--- src/rtl/shift_exec_stage.sv ---
// shift_exec_stage: execute-stage wrapper around an external combinational
// MIPS shifter (SLL/SRL/SRA/SLLV/SRLV/SRAV).
//   S1 latches the decoded operands and drives the shifter.
//   S2 registers the shifter result toward the register-file write port.
// Both sides use valid/ready. With an open output the stage accepts one
// instruction per cycle.
// Optional feature: define SHIFT_EXEC_PERF_EN to enable the retired-shift
// counter. When it is undefined, shift_cnt is tied to zero and no counter
// flops are built.
module shift_exec_stage #(
  parameter int DATA_WIDTH = 32
) (
  input  logic                  clk,
  input  logic                  rst,
  input  logic                  in_valid,
  output logic                  in_ready,
  input  logic [5:0]            in_funct,
  input  logic [4:0]            in_shamt,
  input  logic [DATA_WIDTH-1:0] in_rs,
  input  logic [DATA_WIDTH-1:0] in_rt,
  input  logic [4:0]            in_rd,
  output logic [DATA_WIDTH-1:0] sh_A,
  output logic [4:0]            sh_B,
  output logic [1:0]            sh_op,
  input  logic [DATA_WIDTH-1:0] sh_result,
  output logic                  out_valid,
  input  logic                  out_ready,
  output logic                  out_wen,
  output logic [4:0]            out_waddr,
  output logic [DATA_WIDTH-1:0] out_wdata,
  output logic [31:0]           shift_cnt
);

  // Only rs[4:0] can supply a shift amount; the upper bits are dropped here.
  logic unused_rs_hi;
  assign unused_rs_hi = ^in_rs[DATA_WIDTH-1:5];

  // Decoded operands, computed from decode's current outputs.
  logic                  dec_legal;
  logic [1:0]            dec_op;
  logic [DATA_WIDTH-1:0] dec_a;
  logic [4:0]            dec_b;

  // S1 registers.
  logic                  v1_q, v1_d;
  logic                  s1_legal_q, s1_legal_d;
  logic [1:0]            s1_op_q, s1_op_d;
  logic [DATA_WIDTH-1:0] s1_a_q, s1_a_d;
  logic [4:0]            s1_b_q, s1_b_d;
  logic [4:0]            s1_rd_q, s1_rd_d;

  // S2 registers.
  logic                  v2_q, v2_d;
  logic                  s2_wen_q, s2_wen_d;
  logic [4:0]            s2_waddr_q, s2_waddr_d;
  logic [DATA_WIDTH-1:0] s2_wdata_q, s2_wdata_d;

  logic accept;
  logic s2_take;

  // Handshake. S2 can take a new entry when it is empty or is draining
  // this cycle, and S1 can refill in the same cycle it moves forward.
  assign s2_take  = ~v2_q | out_ready;
  assign in_ready = ~v1_q | s2_take;
  assign accept   = in_valid & in_ready;

  // Decode funct. Illegal encodings produce a zero-operand entry that
  // still flows through the pipe but never writes.
  always_comb begin
    dec_legal = 1'b0;
    dec_op    = 2'b00;
    dec_a     = '0;
    dec_b     = '0;
    case (in_funct)
      6'h00, 6'h02, 6'h03, 6'h04, 6'h06, 6'h07: dec_legal = 1'b1;
      default:                                  dec_legal = 1'b0;
    endcase
    if (dec_legal) begin
      dec_op = in_funct[1:0];
      dec_a  = in_rt;
      dec_b  = in_funct[2] ? in_rs[4:0] : in_shamt;
    end
  end

  // S1 next state: load on accept, otherwise hold; valid clears once the
  // entry has moved forward.
  always_comb begin
    v1_d       = v1_q;
    s1_legal_d = s1_legal_q;
    s1_op_d    = s1_op_q;
    s1_a_d     = s1_a_q;
    s1_b_d     = s1_b_q;
    s1_rd_d    = s1_rd_q;
    if (accept) begin
      v1_d       = 1'b1;
      s1_legal_d = dec_legal;
      s1_op_d    = dec_op;
      s1_a_d     = dec_a;
      s1_b_d     = dec_b;
      s1_rd_d    = in_rd;
    end else if (s2_take) begin
      v1_d = 1'b0;
    end
  end

  // S1 state register.
  always_ff @(posedge clk or posedge rst) begin
    if (rst) begin
      v1_q       <= 1'b0;
      s1_legal_q <= 1'b0;
      s1_op_q    <= 2'b00;
      s1_a_q     <= '0;
      s1_b_q     <= '0;
      s1_rd_q    <= '0;
    end else begin
      v1_q       <= v1_d;
      s1_legal_q <= s1_legal_d;
      s1_op_q    <= s1_op_d;
      s1_a_q     <= s1_a_d;
      s1_b_q     <= s1_b_d;
      s1_rd_q    <= s1_rd_d;
    end
  end

  // The shifter sees only registered operands, so there is no
  // combinational path from decode to the shifter.
  assign sh_A  = s1_a_q;
  assign sh_B  = s1_b_q;
  assign sh_op = s1_op_q;

  // S2 next state. While out_valid is stalled, S2 holds, which keeps the
  // writeback outputs stable.
  always_comb begin
    v2_d       = v2_q;
    s2_wen_d   = s2_wen_q;
    s2_waddr_d = s2_waddr_q;
    s2_wdata_d = s2_wdata_q;
    if (s2_take) begin
      v2_d = v1_q;
      if (v1_q) begin
        s2_wen_d   = s1_legal_q & (s1_rd_q != 5'd0);
        s2_waddr_d = s1_rd_q;
        s2_wdata_d = s1_legal_q ? sh_result : '0;
      end
    end
  end

  // S2 state register.
  always_ff @(posedge clk or posedge rst) begin
    if (rst) begin
      v2_q       <= 1'b0;
      s2_wen_q   <= 1'b0;
      s2_waddr_q <= '0;
      s2_wdata_q <= '0;
    end else begin
      v2_q       <= v2_d;
      s2_wen_q   <= s2_wen_d;
      s2_waddr_q <= s2_waddr_d;
      s2_wdata_q <= s2_wdata_d;
    end
  end

  assign out_valid = v2_q;
  assign out_wen   = s2_wen_q;
  assign out_waddr = s2_waddr_q;
  assign out_wdata = s2_wdata_q;

`ifdef SHIFT_EXEC_PERF_EN
  // Legality must travel to S2 because out_wen cannot tell an rd=0 shift
  // from an illegal one.
  logic        s2_legal_q, s2_legal_d;
  logic [31:0] cnt_q, cnt_d;

  // Track S2 legality and count legal retirements. The counter wraps freely.
  always_comb begin
    s2_legal_d = s2_legal_q;
    cnt_d      = cnt_q;
    if (s2_take && v1_q) s2_legal_d = s1_legal_q;
    if (v2_q && out_ready && s2_legal_q) cnt_d = cnt_q + 32'd1;
  end

  // Counter state register.
  always_ff @(posedge clk or posedge rst) begin
    if (rst) begin
      s2_legal_q <= 1'b0;
      cnt_q      <= '0;
    end else begin
      s2_legal_q <= s2_legal_d;
      cnt_q      <= cnt_d;
    end
  end

  assign shift_cnt = cnt_q;
`else
  assign shift_cnt = '0;
`endif

endmodule

--- config.mk ---
export PLATFORM = sky130hd
export DESIGN_NAME = shift_exec_stage
export DESIGN_NICKNAME = d
export VERILOG_FILES = /design/src/rtl/shift_exec_stage.sv
export SDC_FILE = /design/constraint.sdc
export NUM_CORES = 1
export LEC_CHECK = 0
export ABC_AREA = 1
export BUFFER_PORTS_ARGS = -buffer_cell sky130_fd_sc_hd__buf_2
export CORE_MARGIN = 8
export CORE_UTILIZATION = 43
export CTS_CLUSTER_DIAMETER = 50
export DETAILED_ROUTE_END_ITERATION = 12
export GPL_ROUTABILITY_DRIVEN = 0
export HOLD_SLACK_MARGIN = 0.02
export PLACE_DENSITY = 0.86
export SLEW_MARGIN = 20
export SYNTH_ARGS = -nofsm -noshare
export SYNTH_HDL_FRONTEND = slang
export SYNTH_SLANG_ARGS = --single-unit
--- constraint.sdc ---
create_clock -name clk -period 3.6 [get_ports clk]
set_clock_uncertainty 0.15 [all_clocks]
set_input_delay 0.36 -clock clk [delete_from_list [all_inputs] [get_ports clk]]
set_output_delay 0.36 -clock clk [all_outputs]
set_load 0.005 [all_outputs]
### Word-level counts from Yosys, hierarchy flattened

Cells that the tools add are included.

| operators by class | value |
|---|---|
| equality and inequality tests | 5 |
| muxes and demuxes | 8 |
| bitwise operators | 6 |
| reductions and logical operators | 5 |

Operators with widths:

| cell | number |
|---|---|
| 32-bit two-way mux | 2 |
| 6-bit by 3-bit == test with 1-bit output, second input constant | 3 |
| 6-bit by 2-bit == test with 1-bit output, second input constant | 2 |
| 5-bit two-way mux | 2 |
| 6-bit logical NOT | 1 |
| 6-bit OR reduction | 1 |
| 5-bit nonzero test | 1 |
| 1-bit two-way mux | 3 |
| 1-bit AND | 2 |
| 2-bit two-way mux | 1 |
| 1-bit NOT | 2 |
| 1-bit OR | 2 |
| 2-bit AND reduction | 1 |
| 2-bit nonzero test | 1 |

| word-level totals | value |
|---|---|
| flip-flop bits (word level) | 85 |
| input port bits | 116 |
| output and inout port bits | 111 |
| word-level logic and storage cells | 34 |

### Longest topological paths before layout

Gate-level depths: netlist (run 1).

| logic depth | value |
|---|---|
| depth after elaboration | 5 |
| depth in mapped cells | 8 |
| depth with buffers taken out | 6 |

### Worst setup path before layout (run 1)

OpenSTA, ideal clock, no wires.

| path | value |
|---|---|
| path kind | input port to flip-flop |
| start point | input out_ready |
| end point | register s1_a_q[10], in the netlist sh_A[10] |
| setup time | 117 ps |
| data arrival time | 1028 ps |
| data required time | 3333 ps |
| setup slack | 2305 ps |
| stages on the path | 8 |
| path buffers | 2 |
| cell sequence | inv_1 -> nand3_2 -> nand2_2 -> inv_2 -> buf_6 -> buf_6 -> nand3_2 -> nand2_1 |

| on the way | value |
|---|---|
| longest elaborated chain between the ends | 3 |

RTL lines:

| item | RTL line | source |
|---|---|---|
| start, declared | 27 | `input logic out_ready,` |
| 1-bit OR | 63 | `assign s2_take = ~v2_q \| out_ready;` |
| 1-bit OR | 64 | `assign in_ready = ~v1_q \| s2_take;` |
| via in_ready | 16 | `output logic in_ready,` |
| 1-bit AND | 65 | `assign accept = in_valid & in_ready;` |
| end signal, assigned | 112 | `s1_a_q <= '0;` |
| end signal, assigned | 119 | `s1_a_q <= s1_a_d;` |
| end, declared | 48 | `logic [DATA_WIDTH-1:0] s1_a_q, s1_a_d;` |

The timed path passes the listed nets, and every way through them passes these cells.
A chain may end at the register's enable or synchronous reset.

### Worst setup path after layout (run 1)

| path | value |
|---|---|
| start point | register v2_q, in the netlist out_valid |
| end point | register s2_wen_q, in the netlist out_wen |

| on the way | value |
|---|---|
| longest elaborated chain between the ends | 3 |

RTL lines:

| item | RTL line | source |
|---|---|---|
| start, declared | 53 | `logic v2_q, v2_d;` |
| start signal, assigned | 156 | `v2_q <= v2_d;` |
| 1-bit NOT | 63 |  |
| 1-bit OR | 63 |  |
| 2-bit AND reduction (no source line) | - |  |
| end signal, assigned | 157 | `s2_wen_q <= s2_wen_d;` |
| end, declared | 54 | `logic s2_wen_q, s2_wen_d;` |

Every way passes these cells.

==> run metrics, run 1 <==
Seq/Total Area, Yosys 0.579; Mapped Area 3680 sq um; outcome completed; Setup crit end kind flop; initial antenna violation count 0; final net count 694; Final Max Slew Viols 0; critical path class reg2reg; crit path DAT 2.33 ns; Placement Setup Slack 1.25 ns; DR WL/cell 13.9 microns; count of hold-fix buffers inserted at cts 1; Min-Delay Path Class in2reg; gr usage total 0.161; share of cells above drive strength 1 0.341; clock-pin slew on the worst setup and hold paths 0.09 ns; pwr/cell area 441 nW/um^2; total grt overflow 0; Post-CTS Setup Inserts 0; YS warnings 0; CTS buffer count 9; antenna-violating nets left 0; PortBufs 167; Fmax 455 MHz; synth-to-layout area growth 25.9%; Tmin final 2.20 ns; total number of vias 3133; setup ws final 1.40 ns; DIE WIDTH 108 microns; first-pass GRT wire length 15200 microns; Starting Density 0.445; CTS tree yes; highest-count cells in the layout ignoring fill and taps 204 x nand2_1, 167 x buf_2, 85 x dfrtp_1; CP max FO 44; RSZ-0062 raised after global routing no; Yosys cell types 15; worst-case reg-to-reg path depth 5; CTS Buffer Depth 2; CP required 3.73 ns; pin slew with the least headroom to its limit 1.01 ns; Finish-stage setup viols 0; Clock Sinks 85; Top Ports 227; Tcrit/Tclk final 0.611; H-tree depth 3; Routed WL 9580 microns; Syn Inst Count 419; Die Ht 108 microns; FF-to-FF End out_wen; DRC viols 0; Core Region 8260 sq um; Pre-antenna DRT Iters 4; Via density 4.55; number of synthesized register bits 85; MaxCap Viol Count 0; DPL Wire Length 7150 microns; DR iter-0 viols 77; Startpoint Class flop; VDD IR max 0.192 mV; layout filler cell count 754; Post-Syn Area per Cell 8.77 sq um; # diodes 0; clk_lat worst skew 0.34 ns; most common cell after layout, fill and taps aside nand2_1; die area 11800 sq um; Site Rows 33; register-to-register path setup slack 1.40 ns; Hold Fails Final Rpt 0; Worst setup endpoint out_wen; clock root buffer clkbuf_8; relative slew slack 0.326; pin count of the biggest net entering global routing 50; setup TNS 0 ns; Leak 2.90 nW; post_cts resized 0; r2r startpoint out_valid; Critical path origin out_valid; vias in the first global route 3280
==> per-layer routing <==
| layer | vias up | global-route usage | share of wire |
|---|---|---|---|
| met2 | 153 | 0.251 | 0.45 |
| met5 | - | 0 | 0 |
| met3 | 15 | 0.0750 | 0.14 |
| li1 | 1535 | - | - |
| met4 | 0 | 0.0684 | 0.016 |
| met1 | 1430 | 0.186 | 0.39 |
==> worst max-delay path, cell delays in order, from the launching register on <==
cell and delay [ns]:
dfrtp_1 0.41, nand2_1 0.11, nand2_2 0.45, nor2_4 0.74, o21ai_0 0.19, nand2_1 0.09
==> where the power goes <==
part | internal (mW) | switching [mW]
clock | 0.341 | 0.322
sequential | 1.03 | 0.0408
combinational | 0.120 | 0.189
==> flip-flops by register name, summed over array words and instances (netlist names) <==
name        cells
v1_q            1
sh_op           2
sh_B            5
out_wdata      32
out_waddr       5
s1_legal_q      1
out_wen         1
sh_A           32
out_valid       1
s1_rd_q         5
==> cell families after synthesis <==
logic type             count (synthesis)  share of synthesized area
AOI/OAI and AO/OA                     13                     0.0177
buffers and inverters                 68                      0.113
DFF                                   85                      0.579
other                                  1                    0.00102
and+or+nand+nor                      252                      0.290
==> how the worst min path moves through the flow <==
stage	from	endpoint	slack [ns]	cells past startpoint
2_1_floorplan	s1_rd_q[0]	out_waddr[0]	0.31	2
3_3_place_gp	sh_A[1]	sh_A[1]	0.31	2
3_5_place_dp	sh_A[14]	sh_A[14]	0.31	2
4_1_cts	sh_result[12]	out_wdata[12]	0.03	3
5_1_grt	in_rd[0]	s1_rd_q[0]	0.04	3
6_report	sh_result[12]	out_wdata[12]	0.06	3
==> stage by stage <==
step / cell area [sq um] / std cells / util / hold slack [ns] / total power, mW
floorplan: 3790 / 450 / - / 0.314 / 1.27
global placement: 4420 / 671 / 0.536 / 0.308 / 1.39
detailed placement: 4420 / 671 / 0.536 / 0.311 / 1.40
CTS: 4630 / 688 / 0.560 / 0.0332 / 2.08
global route: 4630 / 688 / 0.560 / 0.0438 / 2.16
finish: 4630 / 688 / 0.560 / 0.0555 / 2.04
==> final cells by class <==
cell class              count  area [sq um]  share of cell area
flip-flops and latches     85          2130               0.460
clock inverters             3          45.0             0.00973
repair buffers            170           861               0.186
well taps                 105           131              0.0284
clock buffers              13           149              0.0322
multi-input cells         297          1260               0.272
inverters                  15          57.6              0.0124
==> synthesized netlist by cell type, drive strengths merged <==
master,instances,area (sq um)
o21ai,13,65.1
buf,53,359
dfrtp,85,2130
conb,1,3.75
nand3,41,260
inv,15,56.3
nand2,206,778
nor2,5,26.3
No activity file was read; power rests on OpenSTA's default activity.
==> inputs of run 2 (changes only) <==
Settings changed: ABC_AREA 1 to 0, CORE_UTILIZATION 43 to 45, PLACE_DENSITY 0.86 to 0.87.
Clock period 3.6 ns to 2.05 ns, I/O delays scaled along.
==> run 2 against run 1 <==
Net effect:
- combinational power rose by 98%
- via count down 4.3%
- cell area increased by 13%
- maximum frequency rose by 35%
- final cell count down 13%
- power is 79% higher
- worst hold slack lost 0.014 ns
- routed wire length increased by 7.9%
- non-clock buffer count increased by 21
- clock-buffer cell count decreased by 2
==> run metrics, run 2 <==
setup TNS 0 ns (unchanged); VDD IR max 0.351 mV (+83%); H-tree depth 3 (unchanged); highest-count cells in the layout ignoring fill and taps 167 x buf_2, 85 x dfrtp_1; clock-pin slew on the worst setup and hold paths 0.08 ns (about the same); Tmin final 1.63 ns (-0.574 ns); YS warnings 0 (unchanged); gr usage total 0.167 (+0.00642); Site Rows 35 (+6.1%); die area 12500 sq um (+6.3%); CTS tree yes; DR iter-0 viols 217 (+180%); Post-CTS Setup Inserts 0 (unchanged); Area after DPL 4890 sq um (+11%); MaxCap Viol Count 0 (unchanged); CP required 2.13 ns (-1.60 ns); Startpoint Class flop; Core Region 9060 sq um (+9.8%); number of synthesized register bits 85 (unchanged); Top Ports 227 (unchanged); Finished Cell Area 5240 sq um (+13%); Leak 3.07 nW (+5.8%); DR WL/cell 17.2 microns (+23%); Yosys cell types 28 (+13); PortBufs 167 (unchanged); DIE WIDTH 112 microns (+3.1%); Via density 4.98 (+9.3%); Hold Fails Final Rpt 0 (unchanged); post-route core utilization 0.578 (+0.0180); post-synthesis mux area share 0.159 (+0.159); RSZ-0062 raised after global routing no; share of cells above drive strength 1 0.554 (+0.213); Seq/Total Area, Yosys 0.515 (-0.0639); largest family of logic cells by synthesized area multiplexers; CP max stage delay 0.43 ns (-0.31 ns); Clock Sinks 85 (unchanged); Die Ht 112 microns (+3.1%); final net count 602 (-13%); antenna-violating nets left 0 (unchanged); CP max-delay cell dfrtp_1; most common cell after layout, fill and taps aside buf_2; Mapped Area 4130 sq um (+12%); first-pass GRT wire length 17000 microns (+11%); XOR/XNOR share of the synthesized area 0 (unchanged); dominant cell type by area after synthesis dfrtp_1; pin count of the biggest net entering global routing 86 (+72%); synth-to-layout area growth 26.9%; pwr/cell area 697 nW/um^2 (+58%); Pre-antenna DRT Iters 4 (unchanged); clock root buffer clkbuf_8; Finish-stage setup viols 0 (unchanged); worst hold margin 0.0412 ns (-0.0143 ns); outcome completed; crit path DAT 1.70 ns (-0.63 ns); Post-synth top flop dfrtp_1; vias in the first global route 3321 (+1.3%); CTS Buffer Depth 2 (unchanged); DPL Wire Length 7550 microns (+5.6%); Tcrit/Tclk final 0.793 (+0.182); setup ws final 0.425 ns (-0.976 ns); Post-synth EDFFs 0 (unchanged); Starting Density 0.456 (+0.0107); CTS buffer count 9 (unchanged); clk_lat worst skew 0.34 ns (about the same); synth top area cells dfrtp_1 51%, mux2_4 12%, a21bo_2 8.0%; Synth Area in Adders 0 (unchanged); total grt overflow 0 (unchanged); Routed WL 10300 microns (+7.9%); Min-Delay Path Class in2reg; Post-Synth Simple-Gate Area 0.126 (-0.163); initial antenna violation count 0 (unchanged); Final Max Slew Viols 0 (unchanged); Post-Syn Area per Cell 13.2 sq um (+51%); Placement Setup Slack 0.440 ns (-0.809 ns); Setup crit end kind flop; critical path class reg2reg; CP Cell Sequence nand3b_4 -> nand2_4 -> buf_12 -> mux2_2; # diodes 0 (unchanged); total number of vias 2997 (-4.3%); ys async rst share 1.00 (unchanged); Yosys top cell area share 0.515 (-0.0639); CP max FO 45 (+2.3%); DRC viols 0 (unchanged); Fmax 615 MHz (+35%); Synth Area in Compound Gates 0.0945 (+0.0768); Syn Inst Count 312 (-26%); count leader, synth dfrtp_1
==> run 2: changes by cell type after synthesis, moves of 6 or more <==
| cell | delta |
|---|---|
| o2bb2ai_1 | +6 |
| inv_1 | -13 |
| mux2_2 | +10 |
| nand4_1 | +33 |
| mux2_4 | +33 |
| o21ai_0 | -13 |
| nand2_1 | -203 |
| nand3_1 | -29 |
| nand3_2 | -11 |
| and3_1 | +33 |
| buf_2 | -10 |
| a21bo_2 | +33 |
| clkbuf_1 | +8 |
==> run 2: timing repair <==
action | CTS | global route
endpoints found under the hold margin | 95 | 0
gates resized for setup | 0 | 0
hold buffers | 15 | 0
endpoints found under the setup margin | 0 | 0
==> run 2: cells by family after synthesis <==
| family | count (synthesis) |
|---|---|
| other | 1 |
| AOI/OAI and AO/OA | 40 |
| DFF | 85 |
| and+or+nand+nor | 78 |
| muxes | 48 |
| buffers and inverters | 60 |
==> run 2: layout make-up <==
type,count,area [sq um]
Inverter,1,7.51
Clock buffer,11,141
Multi-Input combinational cell,198,1690
Tap cell,111,139
Clock inverter,5,60.1
Timing Repair Buffer,191,1080
Fill cell,744,3820
Sequential cell,85,2130
==> run 2: final timing paths <==
kind	startpoint	cells past startpoint	to	slack [ns]
min in group asynchronous	rst	4	out_wdata[5]	0.36
min reg2reg	out_wdata[24]	1	out_wdata[24]	0.34
max	v1_q	4	sh_A[30]	0.42
min	in_shamt[1]	3	sh_B[1]	0.04
max in group asynchronous	rst	4	sh_A[7]	0.99
max reg2reg	v1_q	4	sh_A[30]	0.42
==> run 2: report_power, final <==
group / switching [mW] / internal (mW) / total [mW]
combinational: 0.295 / 0.317 / 0.613
sequential: 0.0650 / 1.79 / 1.85
clock: 0.590 / 0.599 / 1.19
==> run 2: critical path, delay by kind of cell, from the launching register on <==
kind | cells | cell delay (ns)
flip-flops | 1 | 0.43
multiplexers | 1 | 0.38
AND/OR/NAND/NOR | 2 | 0.25
buffers and inverters | 1 | 0.29
==> run 2: per-layer routing <==
layer	routed length (microns)	up-vias	global-route usage
li1	-	1405	-
met1	4370	1425	0.195
met2	4850	153	0.267
met3	972	14	0.0698
met4	141	0	0.0656
met5	0	-	0
==> run 2: per-stage QoR <==
step,cells,power [mW]
finish,602,3.65
global route,602,3.86
CTS,602,3.71
detailed placement,571,2.48
global placement,571,2.45
floorplan,343,2.27
==> inputs of run 3 (changes only) <==
Clock period 2.05 ns to 1.5 ns, I/O delays scaled along.
==> run 3 against run 2 <==
Net effect:
- the run now ends with negative hold slack, negative setup slack left
- non-clock buffer count up 62
- clock-buffer cell count is the same
- final cell count increased by 10%
- combinational power increased by 63%
- sequential cell count unchanged
- setup slack got worse by 0.43 ns
- routed wire length rose by 12%
- clock power increased by 36%
- worst hold slack worse by 0.062 ns
- global-route usage up 1.7 points
- die area stayed put
- critical endpoint is now sh_B[1]
==> run metrics, run 3 (synthesis gave the netlist of run 2 again) <==
DIE WIDTH 112 microns (unchanged); final net count 664 (+10%); Core Region 9060 sq um (unchanged); Finish-stage setup viols 1 (+1); CP required 1.58 ns (-0.55 ns); CP max FO 1 (-98%); die area 12500 sq um (unchanged); Top Ports 227 (unchanged); clock-pin slew on the worst setup and hold paths 0.09 ns (about the same); CTS Buffer Depth 2 (unchanged); non-filler cells, final 665 (+10%); CTS tree yes; CP max-delay cell dlygate4sd3_1; DRC viols 0 (unchanged); initial antenna violation count 1 (+1); Clock Sinks 85 (unchanged); Tmin final 1.51 ns; pin count of the biggest net entering global routing 86 (unchanged); Min-Delay Path Class in2reg; Site Rows 35 (unchanged); Die Ht 112 microns (unchanged); crit path DAT 1.59 ns (-0.11 ns); DPL Wire Length 7700 microns (+2.0%); first-pass GRT wire length 18700 microns (+10%); placed cells 580 (+1.6%); Starting Density 0.456 (unchanged); setup ws final -0.00613 ns (-0.431 ns); Fmax 664 MHz; Hold Fails Final Rpt 1 (+1); post-route core utilization 0.649 (+0.0705); failing checks negative hold slack, negative setup slack; clock root buffer clkbuf_8; Setup crit end kind flop; most used cell, CP dlygate4sd3_1; setup TNS -0.00613 ns (-0.00613 ns); worst-case reg-to-reg path depth 4 (unchanged); worst hold margin -0.0210 ns (-0.0622 ns); total number of vias 3309 (+10%); hold-critical path depth 3 (unchanged); synth-to-layout area growth 42.4%; CP max stage delay 0.57 ns (+0.14 ns); outcome finished with violations; Routed WL 11500 microns (+12%); PortBufs 167 (unchanged); share of cells above drive strength 1 0.510 (-0.0440); MaxCap Viol Count 0 (unchanged); highest-count cells in the layout ignoring fill and taps 167 x buf_2, 85 x dfrtp_1, 68 x dlygate4sd3_1; Leak 3.35 nW (+9.1%); H-tree depth 3 (unchanged); RSZ-0062 raised after global routing yes; CTS buffer count 9 (unchanged); CP Cell Sequence dlygate4sd3_1 -> buf_2 -> mux2i_1 -> dlygate4sd3_1 -> o2bb2ai_1; pwr/cell area 876 nW/um^2 (+26%); clk_lat worst skew 0.34 ns (about the same); antenna-violating nets left 0 (unchanged); DR WL/cell 17.4 microns (+1.1%); Tcrit/Tclk final 1.00; gr usage total 0.184 (+0.0167); VDD IR max 0.542 mV (+54%); vias in the first global route 3636 (+9.5%); Final Max Slew Viols 0 (unchanged); layout filler cell count 642 (-14%); Startpoint Class primary input; DR iter-0 viols 167 (-23%); critical path class in2reg; most common cell after layout, fill and taps aside buf_2; total grt overflow 0 (unchanged); Pre-antenna DRT Iters 4 (unchanged); Via density 4.98 (about the same)
-- run 3: changes by cell type in the layout (fill, tap and decap cells not counted), moves of 2 or more --
cell,change
dlygate4sd3_1,+53
buf_4,+4
buf_6,+3
buf_12,+2
-- run 3: worst paths after layout --
check | start | to | slack, ns
max | in_shamt[1] | sh_B[1] | -0.006
min | in_rs[4] | sh_B[4] | -0.02
max reg2reg | v1_q | sh_A[4] | 0.04
min reg2reg | out_wdata[22] | out_wdata[22] | 0.34
max in group asynchronous | rst | out_wdata[29] | 0.54
min in group asynchronous | rst | out_waddr[3] | 0.33
-- run 3: worst max-delay path, delay by kind of cell --
family | cells | cell delay (ns)
AOI/OAI and AO/OA | 1 | 0.07
muxes | 1 | 0.14
buffers and inverters | 3 | 1.22
-- run 3: stage by stage --
stage	total power [mW]	setup slack (ns)	cell area [sq um]
after global placement	3.39	0.0341	4980
after global routing	5.41	-0.0383	5880
after CTS	5.20	0.0149	5870
after detailed placement	3.42	0.0118	4980
after floorplan	3.11	0.0597	4250
final	5.15	-0.00613	5880
-- run 3: final cells by class --
type / instances / area, sq um / share of cell area
Sequential cell: 85 / 2130 / 0.362
Timing Repair Buffer: 253 / 1710 / 0.291
Multi-Input combinational cell: 198 / 1690 / 0.288
Clock buffer: 11 / 141 / 0.0240
Tap cell: 111 / 139 / 0.0236
Clock inverter: 5 / 60.1 / 0.0102
Inverter: 1 / 7.51 / 0.00128
Antenna cell: 1 / 2.50 / 0.000425
-- run 3: power breakdown --
part           switching, mW  internal, mW
combinational          0.444         0.560
clock                  0.799         0.819
sequential            0.0882          2.44
total                   1.33          3.82
-- run 3: per-layer routing --
metal  track usage  wire length (microns)  up-vias  share of wire
met5             0                      0        -              0
met4        0.0820                    239        0          0.021
met3        0.0747                   1050       20          0.091
met2         0.304                   5620      153           0.49
met1         0.204                   4630     1606           0.40
li1              -                      -     1530              -
-- run 3: what timing repair did --
action                                  in CTS  in global routing
setup buffers                                1                  0
gates resized for setup                      0                  4
endpoints found under the hold margin      147                  3
endpoints found under the setup margin       1                 56
pin swaps                                    0                  1
hold buffers                                68                  3
